**config.mk**
```make
export PLATFORM = sky130hd
export DESIGN_NAME = dac_spi_scheduler
export DESIGN_NICKNAME = d
export VERILOG_FILES = /design/src/rtl/dac_spi_scheduler.sv
export SDC_FILE = /design/constraint.sdc
export NUM_CORES = 1
export LEC_CHECK = 0
export BUFFER_PORTS_ARGS = -buffer_cell sky130_fd_sc_hd__buf_2
export CELL_PAD_IN_SITES_DETAIL_PLACEMENT = 1
export CELL_PAD_IN_SITES_GLOBAL_PLACEMENT = 2
export CORE_ASPECT_RATIO = 0.75
export CORE_MARGIN = 4
export CORE_UTILIZATION = 35
export DETAILED_ROUTE_END_ITERATION = 8
export MAX_ROUTING_LAYER = met4
export PLACE_DENSITY_LB_ADDON = 0.1
export RECOVER_POWER = 25
export SKIP_CTS_REPAIR_TIMING = 1
export SYNTH_ARGS = -nofsm -noshare
export SYNTH_HDL_FRONTEND = slang
export SYNTH_SLANG_ARGS = --single-unit
```
**constraint.sdc**
```tcl
create_clock -name CLK -period 3.45 [get_ports CLK]
set_input_delay 0.8625 -clock CLK [delete_from_list [all_inputs] [get_ports CLK]]
set_output_delay 0.8625 -clock CLK [all_outputs]
set_load 0.01 [all_outputs]
```
**src/rtl/dac_spi_scheduler.sv**
```systemverilog
`timescale 1ns/1ps
// dac_spi_scheduler: round-robin scheduler that serialises two 16-bit audio
// sample streams into 24-bit SPI write frames for one dual-channel DAC.
// Frame = {CTRL_HI, 3'b000, chan, offset-binary sample}, MSB first.
//
// state | meaning
// ------+----------------------------------------------------------------
// IDLE  | CS_ high, waiting for a full holding register
// SETUP | CS_ low, SCK low for one half-period before the first rise
// SHIFT | 24 SCK periods (high then low), SDI advances on falling edges
// HOLD  | SCK low, CS_ still low for one half-period after the last bit
// GAP   | CS_ high, enforces the minimum spacing before the next frame
module dac_spi_scheduler #(
    parameter int          CLK_DIV    = 2,
    parameter int          GAP_HALVES = 2,
    parameter logic [3:0]  CTRL_HI    = 4'h0
) (
    input  logic        CLK,
    input  logic        RESET_,
    input  logic        a_valid,
    input  logic [15:0] a_data,
    output logic        a_ready,
    input  logic        b_valid,
    input  logic [15:0] b_data,
    output logic        b_ready,
    output logic        DAC_SCK,
    output logic        DAC_SDI,
    output logic        DAC_CS_,
    output logic        busy,
    output logic        frame_done,
    output logic        last_chan
);

    localparam int HW      = $clog2(CLK_DIV + 1);
    localparam int GAP_CYC = GAP_HALVES * CLK_DIV;
    localparam int GW      = $clog2(GAP_CYC + 1);

    localparam logic [HW-1:0] HALF_LOAD = HW'(CLK_DIV - 1);
    localparam logic [HW-1:0] HALF_ONE  = HW'(1);
    localparam logic [GW-1:0] GAP_LOAD  = GW'(GAP_CYC - 1);
    localparam logic [GW-1:0] GAP_ONE   = GW'(1);
    localparam logic [4:0]    NUM_BITS  = 5'd24;

    typedef enum logic [2:0] {
        IDLE  = 3'd0,
        SETUP = 3'd1,
        SHIFT = 3'd2,
        HOLD  = 3'd3,
        GAP   = 3'd4
    } state_t;

    state_t          state_q, state_d;
    logic [HW-1:0]   half_q, half_d;
    logic [GW-1:0]   gap_q, gap_d;
    logic [4:0]      bit_q, bit_d;
    logic [23:0]     shreg_q, shreg_d;
    logic            sck_q, sck_d;
    logic            cs_q, cs_d;
    logic            fd_q, fd_d;
    logic            last_q, last_d;

    logic            a_full, b_full;
    logic [15:0]     a_hold, b_hold;

    logic            start, serve_b, load_a, load_b;
    logic [15:0]     sample;
    logic [23:0]     frame;

    // Round robin only matters on a tie; the channel not served last wins.
    always_comb begin
        start   = (state_q == IDLE) && (a_full || b_full);
        serve_b = b_full && (!a_full || !last_q);
        load_a  = start && !serve_b;
        load_b  = start && serve_b;
        sample  = serve_b ? b_hold : a_hold;
        frame   = {CTRL_HI, 3'b000, serve_b, ~sample[15], sample[14:0]};
    end

    // Holding registers: accept when empty, never overwrite while full.
    always_ff @(posedge CLK or negedge RESET_) begin
        if (!RESET_) begin
            a_full <= 1'b0;
            a_hold <= '0;
            b_full <= 1'b0;
            b_hold <= '0;
        end else begin
            if (a_valid && !a_full) begin
                a_full <= 1'b1;
                a_hold <= a_data;
            end else if (load_a) begin
                a_full <= 1'b0;
            end
            if (b_valid && !b_full) begin
                b_full <= 1'b1;
                b_hold <= b_data;
            end else if (load_b) begin
                b_full <= 1'b0;
            end
        end
    end

    // Next-state and next-output logic for the frame sequencer.
    always_comb begin
        state_d = state_q;
        half_d  = half_q;
        gap_d   = gap_q;
        bit_d   = bit_q;
        shreg_d = shreg_q;
        sck_d   = sck_q;
        cs_d    = cs_q;
        fd_d    = 1'b0;
        last_d  = last_q;
        case (state_q)
            IDLE: begin
                if (start) begin
                    shreg_d = frame;
                    bit_d   = NUM_BITS;
                    half_d  = HALF_LOAD;
                    cs_d    = 1'b0;
                    sck_d   = 1'b0;
                    last_d  = serve_b;
                    state_d = SETUP;
                end
            end
            SETUP: begin
                if (half_q == '0) begin
                    sck_d   = 1'b1;
                    bit_d   = bit_q - 5'd1;
                    half_d  = HALF_LOAD;
                    state_d = SHIFT;
                end else begin
                    half_d = half_q - HALF_ONE;
                end
            end
            SHIFT: begin
                if (half_q != '0) begin
                    half_d = half_q - HALF_ONE;
                end else begin
                    half_d = HALF_LOAD;
                    if (sck_q) begin
                        // bit_q counts rises still to come; after the last
                        // rise SDI is left alone for the trailing low phase.
                        sck_d = 1'b0;
                        if (bit_q != 5'd0) begin
                            shreg_d = {shreg_q[22:0], 1'b0};
                        end
                    end else if (bit_q == 5'd0) begin
                        state_d = HOLD;
                    end else begin
                        sck_d = 1'b1;
                        bit_d = bit_q - 5'd1;
                    end
                end
            end
            HOLD: begin
                if (half_q == '0) begin
                    cs_d    = 1'b1;
                    fd_d    = 1'b1;
                    shreg_d = '0;
                    gap_d   = GAP_LOAD;
                    state_d = GAP;
                end else begin
                    half_d = half_q - HALF_ONE;
                end
            end
            GAP: begin
                if (gap_q == '0) begin
                    state_d = IDLE;
                end else begin
                    gap_d = gap_q - GAP_ONE;
                end
            end
            default: begin
                state_d = IDLE;
            end
        endcase
    end

    // Sequencer registers; reset aborts any frame in flight.
    always_ff @(posedge CLK or negedge RESET_) begin
        if (!RESET_) begin
            state_q <= IDLE;
            half_q  <= '0;
            gap_q   <= '0;
            bit_q   <= '0;
            shreg_q <= '0;
            sck_q   <= 1'b0;
            cs_q    <= 1'b1;
            fd_q    <= 1'b0;
            last_q  <= 1'b1;
        end else begin
            state_q <= state_d;
            half_q  <= half_d;
            gap_q   <= gap_d;
            bit_q   <= bit_d;
            shreg_q <= shreg_d;
            sck_q   <= sck_d;
            cs_q    <= cs_d;
            fd_q    <= fd_d;
            last_q  <= last_d;
        end
    end

    assign a_ready    = ~a_full;
    assign b_ready    = ~b_full;
    assign DAC_SCK    = sck_q;
    assign DAC_SDI    = shreg_q[23];
    assign DAC_CS_    = cs_q;
    assign busy       = (state_q != IDLE);
    assign frame_done = fd_q;
    assign last_chan  = last_q;

endmodule

```
==> impl_results.md, run 1 <==
- HP Class: reg -> reg
- Status: complete, but fails checks
- Antenna diodes: 0
- Gp weighted congestion: 0.738
- Syn Nets: 347
- NetSw: 0.000492 W
- Antenna Nets Post-Route: 0
- Die Ht: 96.5 um
- Drt initial violations: 81
- Seq/Total Area, Yosys: 0.514
- Post-synthesis mux area share: 0.228
- Clock power share: 0.435
- Critical Path Slowest Stage Cell: dfrtp_1
- Gr usage total: 0.144
- First-pass GRT wire length: 13.3 mm
- Routed length on met2: 3.46 mm
- Power density cells: 523 nW/um2
- Buf+Inv Stages, Crit Path: 2
- Failing checks: capacitance limit, slew limit
- Main combinational cell family by area after synthesis: multiplexers
- Comb pwr share: 0.097
- Routed vias/inst: 4.92
- Core ar.: 10200 um2
- Chip Width: 126 um
- Share of cells above drive strength 1: 0.354
- Number of global-route vias before repair: 2576
- XOR/XNOR Fraction of Synth Area: 0.00924
- Number of synthesized flops with an enable pin: 0
- Switching part of the total: 0.219
- IO Port Bufs: 43
- WP depth: 3
- Routed wl met3: 302 um
- Clock Pin Slew Worst Setup and Hold Paths: 60 ps
- Die area: 12200 um2
- Final setup violation count: 0
- Crit Path Category: reg -> out
- Largest stage delay, worst path: 600 ps
- Avg Inst Size Synth: 12.0 um2
- Detailed-route via count: 2408
- CP cell instances: nor3_1, inv_2, buf_2
- H-tree depth: 3
- WHS Path Cells: 1
- Post-Syn Area: 3660 um2
- Initial core utilization: 0.357
- Ports: 44
- Post-Synth Simple-Gate Area: 0.0732
- Final #Nets: 389
- WP data required: 2590 ps
- Initial antenna violation count: 0
- Synth Area in Compound Gates: 0.108
- Period utilization: 0.751
- Routed met1 length: 4.04 mm
- Skew final: 6.68 ps
- Overall routed net length: 7.89 mm
- CTS tree: built
- Root Driver: clkbuf_16
- HPWL after detailed placement: 5.31 mm
- Cell Area, Placed: 3990 um2
- Seq cells post-synth: 75
- Most frequent cell after synthesis: dfrtp_1
- Worst endpoint data arrival time: 1730 ps
- Achievable Freq: 386 MHz
- # rows: 32
- Max Used Layer: met4
- Design area: 4290 um2
- Clock Path Buffers: 2
- Final min period: 2590 ps
- Worst reg-to-reg path cell count: 5
- RSZ-0062 raised after global routing: false
- Largest cells by area after synthesis: dfrtp_1 (50%), mux2_2 (12%), mux2i_1 (6.6%)
- Adder-Cell Fraction of Synth Area: 0.0171
- Critical path's top delay family: flip-flops
- Synth-to-layout area growth: 17.4%
- Synth top area share: 0.499
- Unique cell type count in the Yosys netlist: 50
- Remaining DRCs: 0
- P_int: 0.00175 W
- Detail-routed net length per standard cell: 16.1 um
- Final Hold Fails: 0
- GRT overflow: 0
- VDD IR-drop max: 326 uV
- Syn. warnings: 0
- Reg power frac: 0.468
- Worst Setup End Kind: primary output
- Max Slew Vio Count: 76
- Inserted Clock Buffers: 9
- Relative slew slack: -0.247
- Max-cap check violation count: 1
- Largest net degree at the start of global routing: 76
- Setup tns final: 0 ps
- Least-Margin Pin Slew: 1870 ps
- Leakage: 1.98 nW
- Worst skew pair latency: 330 ps
- Max Fanout on Critical Path: 17
- Drt pass-1 iters: 4
- Dominant synthesized flop cell: dfrtp_1
- Syn Inst Count: 306
- Post-synth top area cell: dfrtp_1
- CP startpoint kind: register
- Most frequent cells after synthesis: dfrtp_1 (73), mux2_2 (38), a21oi_1 (31)
- Total clock sinks: 75
- Synth async-reset ratio: 1.00
==> routing by layer <==
layer | vias up | global-route usage
met5 | - | -
met4 | 0 | 0.0455
met2 | 37 | 0.205
met3 | 7 | 0.0451
li1 | 1159 | -
met1 | 1205 | 0.197
==> registers in the layout, summed over array words and instances (netlist names) <==
name,cells
DAC_CS_,1
DAC_SCK,1
a_full,1
a_hold,16
b_full,1
b_hold,16
bit_q,5
frame_done,1
gap_q,3
half_q,2
last_chan,1
shreg_q,24
state_q,3
==> layout by cell type, fill, tap and decap left out, drive strengths merged, types with 2 or more instances in the layout <==
cell type and count:
dfrtp 73, mux2 49, buf 48, a21oi 31, mux2i 24, inv 21
nand2 16, clkbuf 13, o21ai 12, nor2 9, nor3 6, nand2b 5
ha 5, dfstp 2, a31oi 2, nor2b 2, xor2 2, o31ai 2
nand3 2, o22a 2, clkinv 2, bufinv 2, nor3b 2, a221oi 2
==> per-stage QoR <==
step / cells / utilization / hold slack [ps] / setup slack [ps] / total power, W
global route: 489 / 0.419 / 518 / 682 / 0.00237
detailed placement: 473 / 0.390 / 491 / 1330 / 0.00129
finish: 489 / 0.419 / 503 / 859 / 0.00224
global placement: 473 / 0.390 / 488 / 1340 / 0.00128
floorplan: 306 / - / 474 / 1490 / 0.00120
CTS: 489 / 0.420 / 508 / 957 / 0.00230
==> worst paths after layout <==
| kind | from | endpoint | slack, ps |
|---|---|---|---|
| worst min-delay path | b_hold[0]$_DFFE_PN0P_ | b_hold[0]$_DFFE_PN0P_ | 500 |
| worst max-delay path | state_q[2]$_DFFE_PN0P_ | busy | 860 |
| min in group asynchronous | RESET_ | state_q[0]$_DFFE_PN0P_ | 1050 |
| worst max register to register | a_full$_DFFE_PN0P_ | shreg_q[3]$_DFFE_PN0P_ | 900 |
| worst min register to register | b_hold[0]$_DFFE_PN0P_ | b_hold[0]$_DFFE_PN0P_ | 500 |
| max in group asynchronous | RESET_ | gap_q[2]$_DFFE_PN0P_ | 1300 |
==> power by group through the flow <==
stage	Combinational [W]	Sequential, W	Clock, W
2_1_floorplan	0.000156	0.00105	0
3_3_place_gp	0.000219	0.00106	0
3_5_place_dp	0.000226	0.00107	0
4_1_cts	0.000227	0.00105	0.00102
5_1_grt	0.000247	0.00107	0.00105
6_report	0.000218	0.00105	0.000975
==> area by class of cell <==
class                   count  area [um2]
clock inverters             5        77.6
well taps                 136         170
clock buffers              11         233
repair buffers             50         264
flip-flops and latches     75        1880
inverters                  21        78.8
fillers                  1160        5960
multi-input cells         191        1590
==> cell families (layout without fill, tap and decap cells) <==
group / after synthesis / in the layout
compound gates: 62 / 62
xor+xnor: 3 / 3
fa+ha+maj: 5 / 5
buf+inv: 40 / 87
flops: 75 / 75
mux: 73 / 73
simple gates: 48 / 48
Power figures use the tool's default switching activity.
==> run 2, diff against run 1 <==
- ABC_AREA: default -> 1
- CORE_UTILIZATION: 35 -> 32
- clock period: 3.45 -> 2.1 ns (I/O delays scaled with it)
==> impl_results.md, run 2 <==
- Cell Area, Placed: 4320 um2 (was 3990 um2)
- Final min period: 1910 ps
- CP startpoint kind: register (unchanged)
- Crit Path Category: reg -> reg (was reg -> out)
- Initial antenna violation count: 0 (unchanged)
- Post-synth top area cell: dfrtp_1 (unchanged)
- Most frequent cells in the layout: nand2_1 (112), dfrtp_1 (72), nand3_1 (63), inv_1 (50), nand2_2 (43) (was dfrtp_1 (73), buf_2 (42), mux2_2 (38), a21oi_1 (31), mux2i_1 (24))
- Worst R2R Start: half_q[0]$_DFFE_PN0P_ (was a_full$_DFFE_PN0P_)
- Syn Inst Count: 480 (was 306)
- RSZ-0062 raised after global routing: false (unchanged)
- Max Slew Vio Count: 0 (was 76)
- Worst skew pair latency: 340 ps (was 330 ps)
- CTS tree: built (unchanged)
- Final Hold Fails: 0 (unchanged)
- Root Driver: clkbuf_16 (unchanged)
- Crit path launch: half_q[0]$_DFFE_PN0P_ (was state_q[2]$_DFFE_PN0P_)
- Ports: 44 (unchanged)
- Syn Nets: 521 (was 347)
- Unique cell type count in the Yosys netlist: 32 (was 50)
- Synth-to-layout area growth: 17.4% (about the same)
- Antenna diodes: 0 (unchanged)
- Largest stage delay, worst path: 410 ps (was 600 ps)
- Most frequent cell after synthesis: nand2_1 (was dfrtp_1)
- Core ar.: 11800 um2 (was 10200 um2)
- Detail-routed net length per standard cell: 14.5 um (was 16.1 um)
- Relative slew slack: 0.430 (was -0.247)
- Max reg flops: 24 (unchanged)
- Worst Setup End Kind: register (was primary output)
- CP cell instances: inv_1, ha_1, inv_1, nand2_2, nand2_4, nor2_8, buf_4, nand3_1, nand2_2 (was nor3_1, inv_2, buf_2)
- HP Class: in -> async (was reg -> reg)
- Period utilization: 0.909
- Critical path's top delay family: simple AND/OR/NAND/NOR gates (was flip-flops)
- Overall routed net length: 10.0 mm (was 7.89 mm)
- Buf+Inv Stages, Crit Path: 3 (was 2)
- Setup tns final: 0 ps (unchanged)
- Routed vias/inst: 4.51 (was 4.92)
- Largest cells by area after synthesis: dfrtp_1 (46%), nand2_1 (11%), nand3_1 (8.0%) (was dfrtp_1 (50%), mux2_2 (12%), mux2i_1 (6.6%))
- Least-Margin Pin Slew: 855 ps (was 1870 ps)
- Final #Nets: 565 (was 389)
- WP data required: 2370 ps (was 2590 ps)
- Seq cells post-synth: 75 (unchanged)
- Critical Path Slowest Stage Cell: dfrtp_1 (unchanged)
- Design area: 4650 um2 (was 4290 um2)
- First-pass GRT wire length: 17.0 mm (was 13.3 mm)
- Clock Path Buffers: 2 (unchanged)
- Drt pass-1 iters: 4 (unchanged)
- IO Port Bufs: 43 (unchanged)
- Detailed-route via count: 3115 (was 2408)
- HPWL after detailed placement: 7.22 mm (was 5.31 mm)
- Avg Inst Size Synth: 8.25 um2 (was 12.0 um2)
- Share of cells above drive strength 1: 0.248 (was 0.354)
- Gp weighted congestion: 0.750 (was 0.738)
- Syn. warnings: 0 (unchanged)
- Remaining DRCs: 0 (unchanged)
- Worst endpoint data arrival time: 2180 ps (was 1730 ps)
- Max-cap check violation count: 0 (was 1)
- Largest Register: shreg_q (unchanged)
- Post-Syn Area: 3960 um2 (was 3660 um2)
- Dominant synthesized flop cell: dfrtp_1 (unchanged)
- Number of synthesized flops with an enable pin: 0 (unchanged)
- Non-filler cells, final: 691 (was 489)
- Status: finished clean (was complete, but fails checks)
- Chip Width: 136 um (was 126 um)
- Number of global-route vias before repair: 3246 (was 2576)
- Clock Pin Slew Worst Setup and Hold Paths: 60 ps (about the same)
- Die area: 14200 um2 (was 12200 um2)
- Synth async-reset ratio: 1.00 (unchanged)
- VDD IR-drop max: 390 uV (was 326 uV)
- Gr usage total: 0.157 (was 0.144)
- Antenna Nets Post-Route: 0 (unchanged)
- Total clock sinks: 75 (unchanged)
- Largest net degree at the start of global routing: 34 (was 76)
- GRT overflow: 0 (unchanged)
- Synth top area share: 0.461 (was 0.499)
- Most frequent cells after synthesis: nand2_1 (112), dfrtp_1 (73), nand3_1 (63) (was dfrtp_1 (73), mux2_2 (38), a21oi_1 (31))
- H-tree depth: 3 (unchanged)
- Skew final: 6.34 ps (was 6.68 ps)
- Die Ht: 104 um (was 96.5 um)
- Power density cells: 752 nW/um2 (was 523 nW/um2)
- Seq/Total Area, Yosys: 0.475 (was 0.514)
- Hold WS: 289 ps (was 503 ps)
- Initial core utilization: 0.335 (was 0.357)
- Final setup violation count: 0 (unchanged)
- # rows: 34 (was 32)
- Biggest regs: shreg_q: 24 flops, a_hold: 16 flops, b_hold: 16 flops (unchanged)
- Drt initial violations: 162 (was 81)
- Leakage: 2.42 nW (was 1.98 nW)
- Achievable Freq: 524 MHz
- Inserted Clock Buffers: 9 (unchanged)
- Most common cell after layout, fill and taps aside: nand2_1 (was dfrtp_1)
- Max Fanout on Critical Path: 17 (unchanged)
- Inst Count DP: 673 (was 473)
==> run 2: where the power goes <==
group / total (W) / internal, W / switching, W
clock network: 0.00170 / 0.00110 / 0.000596
registers: 0.00158 / 0.00155 / 0.0000330
logic: 0.000217 / 0.0000809 / 0.000136
total: 0.00350 / 0.00273 / 0.000765
==> run 2: worst paths after layout <==
path	slack, ps	cells after the start	end
setup reg to reg	190	9	shreg_q[12]$_DFFE_PN0P_
hold reg to reg	470	2	bit_q[0]$_DFFE_PN0P_
setup / recovery	190	9	shreg_q[12]$_DFFE_PN0P_
hold / removal	290	1	gap_q[2]$_DFFE_PN0P_
min in group CLK	420	2	b_hold[15]$_DFFE_PN0P_
max in group asynchronous	480	2	a_hold[14]$_DFFE_PN0P_
==> run 2: kinds of logic (layout without fill, tap and decap cells) <==
| family | count (synthesis) | after routing | synth area share |
|---|---|---|---|
| AO/OA/AOI/OAI | 43 | 43 | 0.0588 |
| XOR/XNOR | 1 | 1 | 0.00221 |
| adder cells (fa/ha/maj) | 5 | 5 | 0.0158 |
| buffers and inverters | 72 | 121 | 0.0866 |
| flip-flops | 75 | 75 | 0.475 |
| multiplexers | 4 | 4 | 0.0114 |
| AND/OR/NAND/NOR | 280 | 280 | 0.351 |
==> run 2: metal layers <==
metal,up-vias,track usage,part of all wire
met5,-,-,0
met1,1469,0.235,0.53
met3,9,0.0406,0.038
li1,1595,-,-
met2,42,0.210,0.42
met4,0,0.0367,0.0091
==> run 2: per-stage QoR <==
step,utilization,worst slack [ps],total power [W]
floorplan,-,538,0.00172
global placement,0.365,233,0.00182
detailed placement,0.365,232,0.00183
CTS,0.393,58.0,0.00357
global route,0.393,50.0,0.00366
finish,0.393,191,0.00350
==> run 2: cell type report <==
type,instances,area [um2]
fill,1453,7180
tap,162,203
inverter,51,191
multi-input combinational,333,1740
timing repair buffer,54,308
sequential,75,1880
clock inverter,4,72.6
clock buffer,12,256
==> run 3, diff against run 2 <==
- CORE_MARGIN: 4 -> 5
==> impl_results.md, run 3 (synthesis results as in run 2) <==
- Worst Setup End Kind: primary output (was register)
- # rows: 35 (was 34)
- GRT overflow: 0 (unchanged)
- Status: finished clean (unchanged)
- CP startpoint kind: register (unchanged)
- Core ar.: 12200 um2 (was 11800 um2)
- Buf+Inv Stages, Crit Path: 1 (was 3)
- Met1 usage: 0.212 (was 0.235)
- Routed vias/inst: 4.49 (was 4.51)
- Cell Area, Placed: 4320 um2 (about the same)
- Achievable Freq: 513 MHz (was 524 MHz)
- Worst skew pair latency: 330 ps (was 340 ps)
- Crit Path Category: reg -> out (was reg -> reg)
- CTS tree: built (unchanged)
- IO Port Bufs: 43 (unchanged)
- Detail-routed net length per standard cell: 14.2 um (was 14.5 um)
- Max Fanout on Critical Path: 8 (was 17)
- Final min period: 1950 ps (was 1910 ps)
- Met2 Resource Use GR: 0.204 (was 0.210)
- Largest Register: shreg_q (unchanged)
- Reg-to-Reg End: shreg_q[0]$_DFFE_PN0P_ (was shreg_q[12]$_DFFE_PN0P_)
- Worst Slack Setup Final: 150 ps (was 191 ps)
- HPWL after detailed placement: 6.96 mm (was 7.22 mm)
- Ports: 44 (unchanged)
- Synth-to-layout area growth: 16.2% (was 17.4%)
- Gp weighted congestion: 0.779 (was 0.750)
- Final setup violation count: 0 (unchanged)
- Final Hold Fails: 0 (unchanged)
- Die Ht: 106 um (was 104 um)
- RSZ-0062 raised after global routing: false (unchanged)
- Hold_sp: a_data[15]
- VDD IR-drop max: 363 uV (was 390 uV)
- Gr usage total: 0.146 (was 0.157)
- Largest net degree at the start of global routing: 76 (was 34)
- Tot Pwr: 0.00324 W (was 0.00350 W)
- Power density cells: 704 nW/um2 (was 752 nW/um2)
- Least-Margin Pin Slew: 1080 ps (was 855 ps)
- Inserted Clock Buffers: 9 (unchanged)
- Root Driver: clkbuf_16 (unchanged)
- Critical path's top delay family: flip-flops (was simple AND/OR/NAND/NOR gates)
- Gr busiest metal: met1 (unchanged)
- Remaining DRCs: 0 (unchanged)
- Worst R2R Setup Slack: 210 ps (was 190 ps)
- Critical Path Slowest Stage Cell: dfrtp_1 (unchanged)
- Inst Count DP: 676 (was 673)
- HP Class: in -> reg (was in -> async)
- Fillers: 1467 (was 1453)
- Relative slew slack: 0.281 (was 0.430)
- Antenna Nets Post-Route: 0 (unchanged)
- Leakage: 2.40 nW (was 2.42 nW)
- H-tree depth: 3 (unchanged)
- WP data required: 1570 ps (was 2370 ps)
- Initial core utilization: 0.324 (was 0.335)
- Design area: 4600 um2 (was 4650 um2)
- Biggest regs: shreg_q: 24 flops, a_hold: 16 flops, b_hold: 16 flops (unchanged)
- Detailed-route via count: 3122 (was 3115)
- Share of cells above drive strength 1: 0.246 (was 0.248)
- Drt initial violations: 105 (was 162)
- Max Slew Vio Count: 0 (unchanged)
- Worst reg-to-reg path cell count: 9 (unchanged)
- Skew final: 6.16 ps (was 6.34 ps)
- Worst endpoint data arrival time: 1420 ps (was 2180 ps)
- First-pass GRT wire length: 16.8 mm (was 17.0 mm)
- Worst hold endpoint: a_hold[15]$_DFFE_PN0P_
- Overall routed net length: 9.87 mm (was 10.0 mm)
- Final #Nets: 565 (unchanged)
- Most frequent cells in the layout: nand2_1 (112), dfrtp_1 (72), nand3_1 (63), inv_1 (50), nand2_2 (43) (unchanged)
- CP cell instances: nor2_4, nand2_1, buf_2 (was inv_1, ha_1, inv_1, nand2_2, nand2_4, nor2_8, buf_4, nand3_1, nand2_2)
- Max-cap check violation count: 0 (unchanged)
- Max reg flops: 24 (unchanged)
- Chip Width: 138 um (was 136 um)
- Largest stage delay, worst path: 500 ps (was 410 ps)
- Period utilization: 0.928 (was 0.909)
- Setup tns final: 0 ps (unchanged)
- Initial antenna violation count: 0 (unchanged)
- Met3 Use GR: 0.0355 (was 0.0406)
- Antenna diodes: 0 (unchanged)
- WHS Path Cells: 2
- Total clock sinks: 75 (unchanged)
- Number of global-route vias before repair: 3271 (was 3246)
- Non-filler cells, final: 695 (was 691)
- Most common cell after layout, fill and taps aside: nand2_1 (unchanged)
- Clock Pin Slew Worst Setup and Hold Paths: 60 ps (about the same)
- DP Worst Slack: 201 ps (was 232 ps)
- Die area: 14700 um2 (was 14200 um2)
- Worst R2R Start: half_q[0]$_DFFE_PN0P_ (unchanged)
- Drt pass-1 iters: 4 (unchanged)
- Clock Path Buffers: 2 (unchanged)
-- run 3: cell type report --
cell class	instances	area (um2)	share of cell area
flip-flops and latches	75	1880	0.409
multi-input cells	333	1740	0.377
repair buffers	54	313	0.0680
clock buffers	12	246	0.0536
well taps	166	208	0.0451
inverters	51	191	0.0416
clock inverters	4	26.3	0.00571
-- run 3: stage by stage --
| step | hold slack, ps | utilization |
|---|---|---|
| 2_1_floorplan | 229 | - |
| 3_3_place_gp | 457 | 0.353 |
| 3_5_place_dp | 464 | 0.353 |
| 4_1_cts | 226 | 0.376 |
| 5_1_grt | 399 | 0.377 |
| 6_report | 421 | 0.377 |
-- run 3: worst max path at each step --
stage | start | to | slack (ps) | cells after the start
after floorplan | half_q[0]$_DFFE_PN0P_ | shreg_q[17]$_DFFE_PN0P_ | 540 | 10
after global placement | half_q[0]$_DFFE_PN0P_ | shreg_q[1]$_DFFE_PN0P_ | 200 | 9
after detailed placement | half_q[0]$_DFFE_PN0P_ | shreg_q[0]$_DFFE_PN0P_ | 200 | 9
after CTS | state_q[1]$_DFFE_PN0P_ | busy | 60 | 3
after global routing | state_q[0]$_DFFE_PN0P_ | busy | 60 | 3
final | state_q[0]$_DFFE_PN0P_ | busy | 150 | 3
-- run 3: routing by layer --
layer	vias to the layer above	part of all wire
met4	0	0.011
met5	-	0
li1	1598	-
met3	10	0.030
met1	1476	0.55
met2	38	0.41
-- run 3: power by group --
group	total, W	switching (W)	internal, W
combinational	0.000217	0.000137	0.0000805
clock	0.00145	0.000613	0.000832
sequential	0.00158	0.0000306	0.00155
total	0.00324	0.000781	0.00246
